`config.mk`:
```
export PLATFORM = sky130hd
export DESIGN_NAME = ram_arbiter_flat
export DESIGN_NICKNAME = d
export VERILOG_FILES = /design/src/rtl/ram_arbiter_if.sv /design/src/rtl/ram_arbiter.sv /design/src/flat_wrapper.sv
export SDC_FILE = /design/constraint.sdc
export NUM_CORES = 1
export LEC_CHECK = 0
export ABC_AREA = 1
export CAP_MARGIN = 20
export CORE_ASPECT_RATIO = 0.8
export CORE_MARGIN = 1.5
export CORE_UTILIZATION = 40
export CTS_CLUSTER_DIAMETER = 200
export DETAILED_ROUTE_END_ITERATION = 6
export GPL_ROUTABILITY_DRIVEN = 0
export HOLD_SLACK_MARGIN = 0.05
export PLACE_DENSITY = 0.86
export SYNTH_ARGS = -nofsm -noshare
export SYNTH_HDL_FRONTEND = slang
export SYNTH_SLANG_ARGS = --single-unit
```
`constraint.sdc`:
```
create_clock -name clock -period 1.46 [get_ports clock]
set_input_delay 0.365 -clock clock [delete_from_list [all_inputs] [get_ports clock]]
set_output_delay 0.365 -clock clock [all_outputs]
set_load 0.01 [all_outputs]
```
`src/rtl/ram_arbiter_if.sv`:
```
// Bus bundle between the two requesters, the arbiter and the 2048x32 RAM.
// The master side is the arbiter; the slave side is requesters plus RAM.
interface ram_arbiter_if #(
   parameter int ADDR_WIDTH = 11,
   parameter int DATA_WIDTH = 32
);
   logic                  a_req;
   logic                  a_we;
   logic [ADDR_WIDTH-1:0] a_addr;
   logic [DATA_WIDTH-1:0] a_wdata;
   logic                  a_ack;
   logic [DATA_WIDTH-1:0] a_rdata;
   logic                  b_req;
   logic                  b_we;
   logic [ADDR_WIDTH-1:0] b_addr;
   logic [DATA_WIDTH-1:0] b_wdata;
   logic                  b_ack;
   logic [DATA_WIDTH-1:0] b_rdata;
   logic                  busy;
   logic [ADDR_WIDTH-1:0] ram_address;
   logic [DATA_WIDTH-1:0] ram_data_in;
   logic                  ram_we;
   logic                  ram_chip_select;
   logic [DATA_WIDTH-1:0] ram_data_out;

   modport master (
      input  a_req, a_we, a_addr, a_wdata,
      output a_ack, a_rdata,
      input  b_req, b_we, b_addr, b_wdata,
      output b_ack, b_rdata,
      output busy,
      output ram_address, ram_data_in, ram_we, ram_chip_select,
      input  ram_data_out
   );

   modport slave (
      output a_req, a_we, a_addr, a_wdata,
      input  a_ack, a_rdata,
      output b_req, b_we, b_addr, b_wdata,
      input  b_ack, b_rdata,
      input  busy,
      input  ram_address, ram_data_in, ram_we, ram_chip_select,
      output ram_data_out
   );
endinterface

```
`src/rtl/ram_arbiter.sv`:
```
// Round-robin two-requester sequencer for a single-port RAM.
// Each grant runs IDLE -> ACCESS -> ACK, one cycle per state.
module ram_arbiter #(
   parameter int ADDR_WIDTH = 11,
   parameter int DATA_WIDTH = 32
) (
   input  logic          clock,
   input  logic          reset,
   ram_arbiter_if.master bus
);
   typedef enum logic [1:0] {
      IDLE   = 2'd0,
      ACCESS = 2'd1,
      ACK    = 2'd2
   } state_t;

   state_t                r_state;
   state_t                w_state;
   logic                  r_last_b, w_last_b;
   logic                  r_gnt_b, w_gnt_b;
   logic                  r_busy, w_busy;
   logic                  r_a_ack, w_a_ack;
   logic                  r_b_ack, w_b_ack;
   logic                  r_cs, w_cs;
   logic                  r_we, w_we;
   logic [ADDR_WIDTH-1:0] r_addr, w_addr;
   logic [DATA_WIDTH-1:0] r_wdata, w_wdata;
   logic [DATA_WIDTH-1:0] r_a_rdata, w_a_rdata;
   logic [DATA_WIDTH-1:0] r_b_rdata, w_b_rdata;
   logic                  w_pick_b;

   always_ff @(posedge clock) begin
      if (!reset) begin
         r_state   <= IDLE;
         r_last_b  <= 1'b1;
         r_gnt_b   <= 1'b0;
         r_busy    <= 1'b0;
         r_a_ack   <= 1'b0;
         r_b_ack   <= 1'b0;
         r_cs      <= 1'b0;
         r_we      <= 1'b0;
         r_addr    <= '0;
         r_wdata   <= '0;
         r_a_rdata <= '0;
         r_b_rdata <= '0;
      end else begin
         r_state   <= w_state;
         r_last_b  <= w_last_b;
         r_gnt_b   <= w_gnt_b;
         r_busy    <= w_busy;
         r_a_ack   <= w_a_ack;
         r_b_ack   <= w_b_ack;
         r_cs      <= w_cs;
         r_we      <= w_we;
         r_addr    <= w_addr;
         r_wdata   <= w_wdata;
         r_a_rdata <= w_a_rdata;
         r_b_rdata <= w_b_rdata;
      end
   end

   always_comb begin
      w_state   = r_state;
      w_last_b  = r_last_b;
      w_gnt_b   = r_gnt_b;
      w_busy    = r_busy;
      w_a_ack   = 1'b0;
      w_b_ack   = 1'b0;
      w_cs      = r_cs;
      w_we      = r_we;
      w_addr    = r_addr;
      w_wdata   = r_wdata;
      w_a_rdata = r_a_rdata;
      w_b_rdata = r_b_rdata;
      // B wins only when A is absent or A was served last
      w_pick_b  = bus.b_req & ~(bus.a_req & r_last_b);
      unique case (r_state)
         IDLE: begin
            w_cs = 1'b0;
            w_we = 1'b0;
            if (bus.a_req | bus.b_req) begin
               w_gnt_b  = w_pick_b;
               w_last_b = w_pick_b;
               w_addr   = w_pick_b ? bus.b_addr  : bus.a_addr;
               w_wdata  = w_pick_b ? bus.b_wdata : bus.a_wdata;
               w_we     = w_pick_b ? bus.b_we    : bus.a_we;
               w_cs     = 1'b1;
               w_busy   = 1'b1;
               w_state  = ACCESS;
            end
         end
         ACCESS: begin
            w_cs = 1'b0;
            w_we = 1'b0;
            // chip select is still high here, so the bus is driven
            if (!r_we) begin
               if (r_gnt_b) w_b_rdata = bus.ram_data_out;
               else         w_a_rdata = bus.ram_data_out;
            end
            w_a_ack = ~r_gnt_b;
            w_b_ack = r_gnt_b;
            w_state = ACK;
         end
         ACK: begin
            w_busy  = 1'b0;
            w_state = IDLE;
         end
         default: w_state = IDLE;
      endcase
   end

   assign bus.a_ack           = r_a_ack;
   assign bus.b_ack           = r_b_ack;
   assign bus.a_rdata         = r_a_rdata;
   assign bus.b_rdata         = r_b_rdata;
   assign bus.busy            = r_busy;
   assign bus.ram_address     = r_addr;
   assign bus.ram_data_in     = r_wdata;
   assign bus.ram_we          = r_we;
   assign bus.ram_chip_select = r_cs;
endmodule
```
`src/flat_wrapper.sv`:
```
// flat-port wrapper written by rule: the top's interface ports become plain ports
module ram_arbiter_flat 
#(
   parameter int ADDR_WIDTH = 11,
   parameter int DATA_WIDTH = 32
)
  (clock, reset, bus_a_req, bus_a_we, bus_a_addr, bus_a_wdata, bus_a_ack, bus_a_rdata, bus_b_req, bus_b_we, bus_b_addr, bus_b_wdata, bus_b_ack, bus_b_rdata, bus_busy, bus_ram_address, bus_ram_data_in, bus_ram_we, bus_ram_chip_select, bus_ram_data_out);
  ram_arbiter_if #(.ADDR_WIDTH(ADDR_WIDTH), .DATA_WIDTH(DATA_WIDTH)) bus_i ();
  input  logic clock;
  input  logic reset;
  input wire logic [$bits(bus_i.a_req)-1:0] bus_a_req;
  input wire logic [$bits(bus_i.a_we)-1:0] bus_a_we;
  input wire logic [$bits(bus_i.a_addr)-1:0] bus_a_addr;
  input wire logic [$bits(bus_i.a_wdata)-1:0] bus_a_wdata;
  output wire logic [$bits(bus_i.a_ack)-1:0] bus_a_ack;
  output wire logic [$bits(bus_i.a_rdata)-1:0] bus_a_rdata;
  input wire logic [$bits(bus_i.b_req)-1:0] bus_b_req;
  input wire logic [$bits(bus_i.b_we)-1:0] bus_b_we;
  input wire logic [$bits(bus_i.b_addr)-1:0] bus_b_addr;
  input wire logic [$bits(bus_i.b_wdata)-1:0] bus_b_wdata;
  output wire logic [$bits(bus_i.b_ack)-1:0] bus_b_ack;
  output wire logic [$bits(bus_i.b_rdata)-1:0] bus_b_rdata;
  output wire logic [$bits(bus_i.busy)-1:0] bus_busy;
  output wire logic [$bits(bus_i.ram_address)-1:0] bus_ram_address;
  output wire logic [$bits(bus_i.ram_data_in)-1:0] bus_ram_data_in;
  output wire logic [$bits(bus_i.ram_we)-1:0] bus_ram_we;
  output wire logic [$bits(bus_i.ram_chip_select)-1:0] bus_ram_chip_select;
  input wire logic [$bits(bus_i.ram_data_out)-1:0] bus_ram_data_out;
  assign bus_i.a_req = bus_a_req;
  assign bus_i.a_we = bus_a_we;
  assign bus_i.a_addr = bus_a_addr;
  assign bus_i.a_wdata = bus_a_wdata;
  assign bus_a_ack = bus_i.a_ack;
  assign bus_a_rdata = bus_i.a_rdata;
  assign bus_i.b_req = bus_b_req;
  assign bus_i.b_we = bus_b_we;
  assign bus_i.b_addr = bus_b_addr;
  assign bus_i.b_wdata = bus_b_wdata;
  assign bus_b_ack = bus_i.b_ack;
  assign bus_b_rdata = bus_i.b_rdata;
  assign bus_busy = bus_i.busy;
  assign bus_ram_address = bus_i.ram_address;
  assign bus_ram_data_in = bus_i.ram_data_in;
  assign bus_ram_we = bus_i.ram_we;
  assign bus_ram_chip_select = bus_i.ram_chip_select;
  assign bus_i.ram_data_out = bus_ram_data_out;
  ram_arbiter #(.ADDR_WIDTH(ADDR_WIDTH), .DATA_WIDTH(DATA_WIDTH)) u_core (.clock(clock), .reset(reset), .bus(bus_i));
endmodule
```
[After elaboration in Yosys (flattened, before gate mapping)]
Index checks and enable logic that the tools add are counted.
Storage, ports and cells
  memories: 0
  bits in latches: 0
  memory bits (writable): 0
  output and inout bits: 112
  word-level logic and storage cells: 40
  memory bits (read-only): 0
  bits of input ports: 124
  flip-flop bits (word level): 116
Operators by class
  magnitude comparators: 0
  muxes and demuxes: 11
  $add $sub $neg: 0
  divide/modulo/power cells: 0
  reduce and logical (&&, ||, !) cells: 8
  shift operators: 0
  $mul: 0
  equal/unequal tests: 3
  bitwise logic cells: 6
Operator list (number)
  $mux W32: 1
  $mux W11: 1
  $pmux W1 S2: 3
  $reduce_and A2 Y1: 3
  $reduce_and A3 Y1: 2
  $mux W1: 4
  $pmux W2 S2: 1
  $reduce_bool A2 Y1: 2
  $not A1 Y1: 3
  $and A1 B1 Y1: 2
  $eq A2 B1 Y1 const B: 1
  $eq A2 B2 Y1 const B: 1
  $logic_not A2 Y1: 1
  $mux W2: 1
  $ne A2 B1 Y1 const B: 1
  $or A1 B1 Y1: 1

[Logic depth before layout (Yosys ltp)]
Gate-level depths: netlist of the first run.
  word-level depth: 6
  mapped depth: 8
  mapped depth without buffers: 7

[Worst setup path before layout of the first run]
OpenSTA, ideal clock, no wires.
  kind: input to register
  start point: input port bus_a_req
  end point: register u_core.r_wdata[10], in the netlist u_core.bus.ram_data_in[10]
  data arrival time: 1.060 ns
  path buffers: 2
  required time: 1.343 ns
  setup slack: 0.283 ns
  library setup time: 0.117 ns
  cell stages on the path: 8
  path through: nand2_1 > nand2_1 > inv_2 > buf_4 > buf_2 > nor2_1 > nor2_1 > nor2_1
On the way
  longest elaborated chain between the ends: 4
  elaborated cells between the ends (all ways): 6
  classes of those cells: 1 x mux; 4 x bitwise; 1 x reduce/logical
RTL lines
  start, declared: RTL line flat_wrapper.sv:11  | input wire logic [$bits(bus_i.a_req)-1:0] bus_a_req;
  $and A1 B1 Y1: RTL line ram_arbiter.sv:76  | w_pick_b = bus.b_req & ~(bus.a_req & r_last_b);
  $not A1 Y1: RTL line ram_arbiter.sv:76
  $and A1 B1 Y1: RTL line ram_arbiter.sv:76
  $mux W32: RTL line ram_arbiter.sv:85  | w_wdata = w_pick_b ? bus.b_wdata : bus.a_wdata;
  end signal, assigned: RTL line ram_arbiter.sv:56  | r_wdata <= w_wdata;
  end, declared: RTL line ram_arbiter.sv:27  | logic [DATA_WIDTH-1:0] r_wdata, w_wdata;
Several ways; a longest one is shown, not always the timed one.
A chain may end at the register's enable or synchronous reset.

[Worst setup path in the final report of the first run]
  start point: register u_core.r_we, in the netlist u_core.bus.ram_we
  end point: output port bus_ram_we
RTL lines
  start, declared: RTL line ram_arbiter.sv:25  | logic r_we, w_we;
  start signal, assigned: RTL line ram_arbiter.sv:54  | r_we <= w_we;
  end, declared: RTL line flat_wrapper.sv:26  | output wire logic [$bits(bus_i.ram_we)-1:0] bus_ram_we;
No word-level cell between the ends.

==> results.sh, run 1 <==
export IMPL_status="complete, no violations"
export IMPL_hp_class="in -> reg"
export IMPL_antenna_found_initial=1
export IMPL_async_flop_share_pct=0
export IMPL_synth_cell_type_count=17
export IMPL_critical_path_max_stage_delay_ns=0.37
export IMPL_grtUsageTotal_pct=23.2
export IMPL_yosys_warnings=0
export IMPL_viasPerCell=4.77
export IMPL_crit_chain="dlygate4sd2_1"
export IMPL_path_buf_inv=1
export IMPL_synthFlopType="dfxtp_1"
export IMPL_rrSetupSlack_ns=0.16
export IMPL_timing_hold_ws_ns=0.404
export IMPL_crit_fanout=4
export IMPL_dieHeight_um=101
export IMPL_slew_violations=0
export IMPL_syn_area_per_cell_um2=6.87
export IMPL_slew_headroom_pct=77.4
export IMPL_io_buffers=235
export IMPL_cts_buffers=17
export IMPL_cts_num_sinks=116
export IMPL_syn_cell_area_um2=4760
export IMPL_insertion_delay_ns=0.40
export IMPL_num_rows=35
export IMPL_cap_viol_max_count=0
export IMPL_worstSetupPathType="reg -> out"
export IMPL_cp_required_ns=1.10
export IMPL_first_pass_iters=5
export IMPL_io_pins=236
export IMPL_final_setup_tns_ns=0
export IMPL_setup_ws_ns=0.0521
export IMPL_yosys_register_bits=116
export IMPL_clkTransAtPathRegs_ns=0.05
export IMPL_syn_inst=693
export IMPL_fin_skew_ns=0.00609
export IMPL_multiInputGateArea_um2=2000
export IMPL_die_w_um=125
export IMPL_core_um2=11600
export IMPL_slowest_stage="dfxtp_2"
export IMPL_cts_tree="done"
export IMPL_h_tree_depth=4
export IMPL_drive_gt1_share_pct=7.12
export IMPL_cp_end_kind="output pin"
export IMPL_grt_max_degree=53
export IMPL_grt_pass1_vias=4901
export IMPL_ys_seq_area_share_pct=48.8
export IMPL_start_util_pct=41.2
export IMPL_pre_cts_ws_ns=-0.291
export IMPL_routed_wl_um=14900
export IMPL_cts_root_to_sink_buffers=2
export IMPL_crit_family="flip-flops"
export IMPL_placed_cells=1057
export IMPL_final_cells=1090
export IMPL_synth_fp_nets=817
export IMPL_fmax_mhz=710
export IMPL_grt_pass1_wl_um=23800
export IMPL_grt_ovfl_total=0
export IMPL_yosysTopAreaCell="dfxtp_1"
export IMPL_powerDensity_nw_per_um2=1240
export IMPL_arrival_ns=1.04
export IMPL_num_nets_final=1052
export IMPL_total_power_mw=9.70
export IMPL_fin_area_um2=7860
export IMPL_p_leak_nw=3.79
export IMPL_place_area_um2=7350
export IMPL_cp_start_kind="flop"
export IMPL_die_area_um2=12600
export IMPL_area_growth_pct=65.1
export IMPL_hold_violations=0
export IMPL_setup_viol_count_final=0
export IMPL_cts_root_buffer="clkbuf_16"
export IMPL_synth_top_area_share_pct=48.8
export IMPL_dp_hpwl_um=10300
export IMPL_wl_per_cell_um=13.6
export IMPL_ant_nets=0
export IMPL_drt_first_iter_violations=263
export IMPL_synth_common_cells="197 x nor2_1, 130 x nand2_1, 116 x dfxtp_1"
export IMPL_num_vias=5196
export IMPL_drc_errors=0
export IMPL_synth_edf_count=0
export IMPL_seq_area_um2=2320
export IMPL_fill_cells=1005
export IMPL_yosysMostFrequentCell="nor2_1"
export IMPL_rsz0062_at_grt="false"
export IMPL_final_core_util_pct=67.9
export IMPL_ir_worst_vdd_mv=0.772
export IMPL_fin_crit_ns=1.41
export IMPL_yosys_top_cells_area="dfxtp_1 49%, nor2_1 16%, nand2_1 10%"
export IMPL_worst_pin_slew_ns=0.337
export IMPL_finalCritPeriodShare_pct=96.4
layout make-up:
cell class | count | area share [%]
timing repair buffer | 260 | 31.8
sequential | 116 | 29.6
multi-input combinational | 478 | 25.5
clock buffer | 18 | 5.59
inverter | 55 | 2.63
clock inverter | 14 | 2.56
tap | 148 | 2.36
antenna | 1 | 0.0319
path summary, 6_finish.rpt:
check	from	to	depth (start not counted)
setup / recovery	u_core.bus.ram_we	bus_ram_we	1
hold / removal	reset	u_core.bus.ram_we	3
setup reg to reg	u_core.r_state[0]	u_core.bus.b_rdata[30]	6
hold reg to reg	u_core.bus.a_rdata[15]	u_core.bus.a_rdata[15]	2
cells by family (layout without fill, tap and decap cells):
group	count (synthesis)	count (layout)	share of synthesized area (%)
flip-flops	116	116	48.8
AO/OA/AOI/OAI	111	111	11.7
buffers and inverters	99	347	9.12
other	0	1	0
AND/OR/NAND/NOR	367	367	30.4
worst min-delay path, cell delays in order:
cell	delay, ns
buf_2	0.13
clkinv_1	0.20
a21oi_1	0.06
cell usage in the layout, fill, tap and decap left out:
cell and count:
a21oi_1 34, buf_12 8, buf_2 1, buf_4 17
bufinv_16 4, clkbuf_16 17, clkbuf_8 1, clkdlybuf4s50_1 122
clkinv_1 1, clkinv_2 1, clkinv_4 5, clkinvlp_4 2
dfxtp_1 115, dfxtp_2 1, diode_2 1, dlygate4sd2_1 112
inv_1 50, inv_2 4, inv_6 2, nand2_1 130
nand3_1 36, nand3_2 1, nor2_1 197, nor2_2 1
nor2_4 2, o21ai_0 59, o21ai_1 18
flip-flops by register name (all words and copies together) (netlist names):
register and count:
u_core.bus.a_ack 1, u_core.bus.a_rdata 32, u_core.bus.b_ack 1, u_core.bus.b_rdata 32, u_core.bus.busy 1, u_core.bus.ram_address 11
u_core.bus.ram_chip_select 1, u_core.bus.ram_data_in 32, u_core.bus.ram_we 1, u_core.r_gnt_b 1, u_core.r_last_b 1, u_core.r_state 2
layer usage:
| layer | GRT usage (%) | share of wire [%] | vias to the layer above |
|---|---|---|---|
| met2 | 39.6 | 49 | 214 |
| met3 | 4.99 | 5.9 | 24 |
| li1 | - | - | 2620 |
| met1 | 28.9 | 44 | 2338 |
| met4 | 9.35 | 1.9 | 0 |
| met5 | 0 | 0 | - |
power breakdown:
group / switching [mW] / total [mW] / internal, mW / leakage [nW]
clock: 1.54 / 4.46 / 2.92 / 0.307
sequential: 0.120 / 3.53 / 3.41 / 0.952
combinational: 0.867 / 1.71 / 0.846 / 2.53
timing repair:
item	4_1_cts	5_1_grt
gates resized for setup	113	0
endpoints found under the setup margin	112	0
hold buffers	0	0
buffers inserted	0	0
No activity file was read; power rests on OpenSTA's default activity.
==> run 2: changes to the inputs <==
--- a/config.mk
+++ b/config.mk
@@ -15,6 +15,7 @@
 export GPL_ROUTABILITY_DRIVEN = 0
 export HOLD_SLACK_MARGIN = 0.05
 export PLACE_DENSITY = 0.86
+export RECOVER_POWER = 50
 export SYNTH_ARGS = -nofsm -noshare
 export SYNTH_HDL_FRONTEND = slang
 export SYNTH_SLANG_ARGS = --single-unit
==> run 2 against run 1 <==
Combinational power barely moved. Worst hold slack got worse by 0.0032 ns. Global-route usage did not move. Design area fell by 0.35%. Wire length barely moved. First-iteration DRC count rose by 6.8%. Register-to-register slack got worse by 0.08 ns. Maximum frequency barely moved. Critical path depth did not move. Clock skew barely moved. Clock power barely moved. Critical path type unchanged. Largest power group unchanged.
==> results.sh, run 2 (synthesized netlist as in run 1, its figures left out) <==
export IMPL_die_w_um=125
export IMPL_fmax_mhz=710
export IMPL_antenna_found_initial=1
export IMPL_drc_errors=0
export IMPL_start_util_pct=41.2
export IMPL_ir_worst_vdd_mv=0.773
export IMPL_slew_violations=0
export IMPL_crit_family="flip-flops"
export IMPL_multiInputGateArea_um2=2000
export IMPL_final_setup_tns_ns=0
export IMPL_h_tree_depth=4
export IMPL_hold_depth=3
export IMPL_insertion_delay_ns=0.40
export IMPL_powerDensity_nw_per_um2=1240
export IMPL_reg2reg_depth=6
export IMPL_final_cell_mix="197 x nor2_1, 130 x nand2_1, 122 x clkdlybuf4s50_1"
export IMPL_cts_resized=113
export IMPL_fin_skew_ns=0.00601
export IMPL_viasPerCell=4.78
export IMPL_cts_hold_buf=0
export IMPL_path_buf_inv=1
export IMPL_die_area_um2=12600
export IMPL_crit_fanout=4
export IMPL_arrival_ns=1.04
export IMPL_setup_viol_count_final=0
export IMPL_finalCritPeriodShare_pct=96.4
export IMPL_io_pins=236
export IMPL_num_rows=35
export IMPL_routed_wl_um=14900
export IMPL_timing_hold_ws_ns=0.401
export IMPL_cts_tree="done"
export IMPL_slew_headroom_pct=77.7
export IMPL_slowest_stage="dfxtp_2"
export IMPL_clkTransAtPathRegs_ns=0.05
export IMPL_ant_nets=0
export IMPL_final_cells=1090
export IMPL_io_buffers=235
export IMPL_drive_gt1_share_pct=6.91
export IMPL_dieHeight_um=101
export IMPL_p_leak_nw=3.78
export IMPL_worst_pin_slew_ns=0.333
export IMPL_cts_root_to_sink_buffers=2
export IMPL_fill_cells=1010
export IMPL_min_to="u_core.bus.ram_we"
export IMPL_core_um2=11600
export IMPL_worstSetupPathType="reg -> out"
export IMPL_cts_root_buffer="clkbuf_16"
export IMPL_hold_violations=0
export IMPL_grt_pass1_wl_um=23800
export IMPL_critical_path_max_stage_delay_ns=0.37
export IMPL_final_common_cell="nor2_1"
export IMPL_rrSetupSlack_ns=0.08
export IMPL_regToRegStartpoint="u_core.r_state[0]"
export IMPL_placed_cells=1057
export IMPL_seq_area_um2=2320
export IMPL_num_nets_final=1052
export IMPL_final_core_util_pct=67.7
export IMPL_min_delay_start="reset"
export IMPL_grt_ovfl_total=0
export IMPL_cts_setup_buffers=0
export IMPL_grtUsageTotal_pct=23.2
export IMPL_drt_first_iter_violations=281
export IMPL_crit_chain="dlygate4sd2_1"
export IMPL_wl_per_cell_um=13.7
export IMPL_cp_start_kind="flop"
export IMPL_cts_buffers=17
export IMPL_status="complete, no violations"
export IMPL_rsz0062_at_grt="false"
export IMPL_first_pass_iters=5
export IMPL_fin_crit_ns=1.41
export IMPL_cp_end_kind="output pin"
export IMPL_hp_class="in -> reg"
export IMPL_num_vias=5211
export IMPL_grt_max_degree=53
export IMPL_dp_hpwl_um=10300
export IMPL_cap_viol_max_count=0
export IMPL_area_growth_pct=64.5
export IMPL_cts_num_sinks=116
export IMPL_cp_required_ns=1.10
export IMPL_reg2reg_to="u_core.bus.b_rdata[25]"
export IMPL_grt_pass1_vias=4901
==> run 2: cell types whose count changed in the layout (fill, tap and decap cells not counted), moves of 2 or more <==
| cell | before | now |
|---|---|---|
| buf_4 | 17 | 14 |
| clkbuf_2 | 0 | 2 |
| o21ai_0 | 59 | 61 |
| buf_6 | 0 | 2 |
| buf_12 | 8 | 6 |
| o21ai_1 | 18 | 16 |
==> run 2: final cells by class <==
| cell class | instances | share of cell area (%) |
|---|---|---|
| Multi-Input combinational cell | 478 | 25.5 |
| Clock buffer | 18 | 5.61 |
| Clock inverter | 14 | 2.57 |
| Inverter | 55 | 2.64 |
| Timing Repair Buffer | 260 | 31.6 |
| Antenna cell | 1 | 0.0320 |
| Tap cell | 148 | 2.37 |
| Sequential cell | 116 | 29.7 |
==> run 2: worst max path at each step <==
stage	depth (start not counted)	slack (ns)	to	startpoint
2_1_floorplan	8	0.28	u_core.bus.ram_data_in[10]	bus_a_req
3_3_place_gp	7	-0.22	u_core.bus.ram_data_in[24]	bus_b_req
3_5_place_dp	7	-0.29	u_core.bus.ram_data_in[20]	bus_b_req
4_1_cts	1	0.03	bus_ram_data_in[14]	u_core.bus.ram_data_in[14]
5_1_grt	1	0.005	bus_ram_data_in[14]	u_core.bus.ram_data_in[14]
6_report	1	0.05	bus_ram_we	u_core.bus.ram_we
==> run 2: where the power goes <==
part / switching, mW / internal (mW) / leakage [nW]
registers: 0.120 / 3.41 / 0.952
clock network: 1.54 / 2.92 / 0.307
logic: 0.864 / 0.837 / 2.52
total: 2.52 / 7.17 / 3.78
==> run 2: layer usage <==
metal  up-vias  part of all wire, %  wire length (um)  track usage, %
met3        22                  6.0               898            4.99
met2       208                   49              7280            39.6
met1      2359                   43              6430            28.9
li1       2622                    -                 -               -
met5         -                    0                 0               0
met4         0                  1.8               274            9.35
==> run 2: per-stage QoR <==
step | power [mW] | setup slack, ns | area, um^2
2_1_floorplan | 4.41 | 0.283 | 4760
3_3_place_gp | 5.42 | -0.225 | 7350
3_5_place_dp | 5.46 | -0.291 | 7350
4_1_cts | 9.77 | 0.0347 | 7850
5_1_grt | 10.1 | 0.00462 | 7830
6_report | 9.69 | 0.0523 | 7830
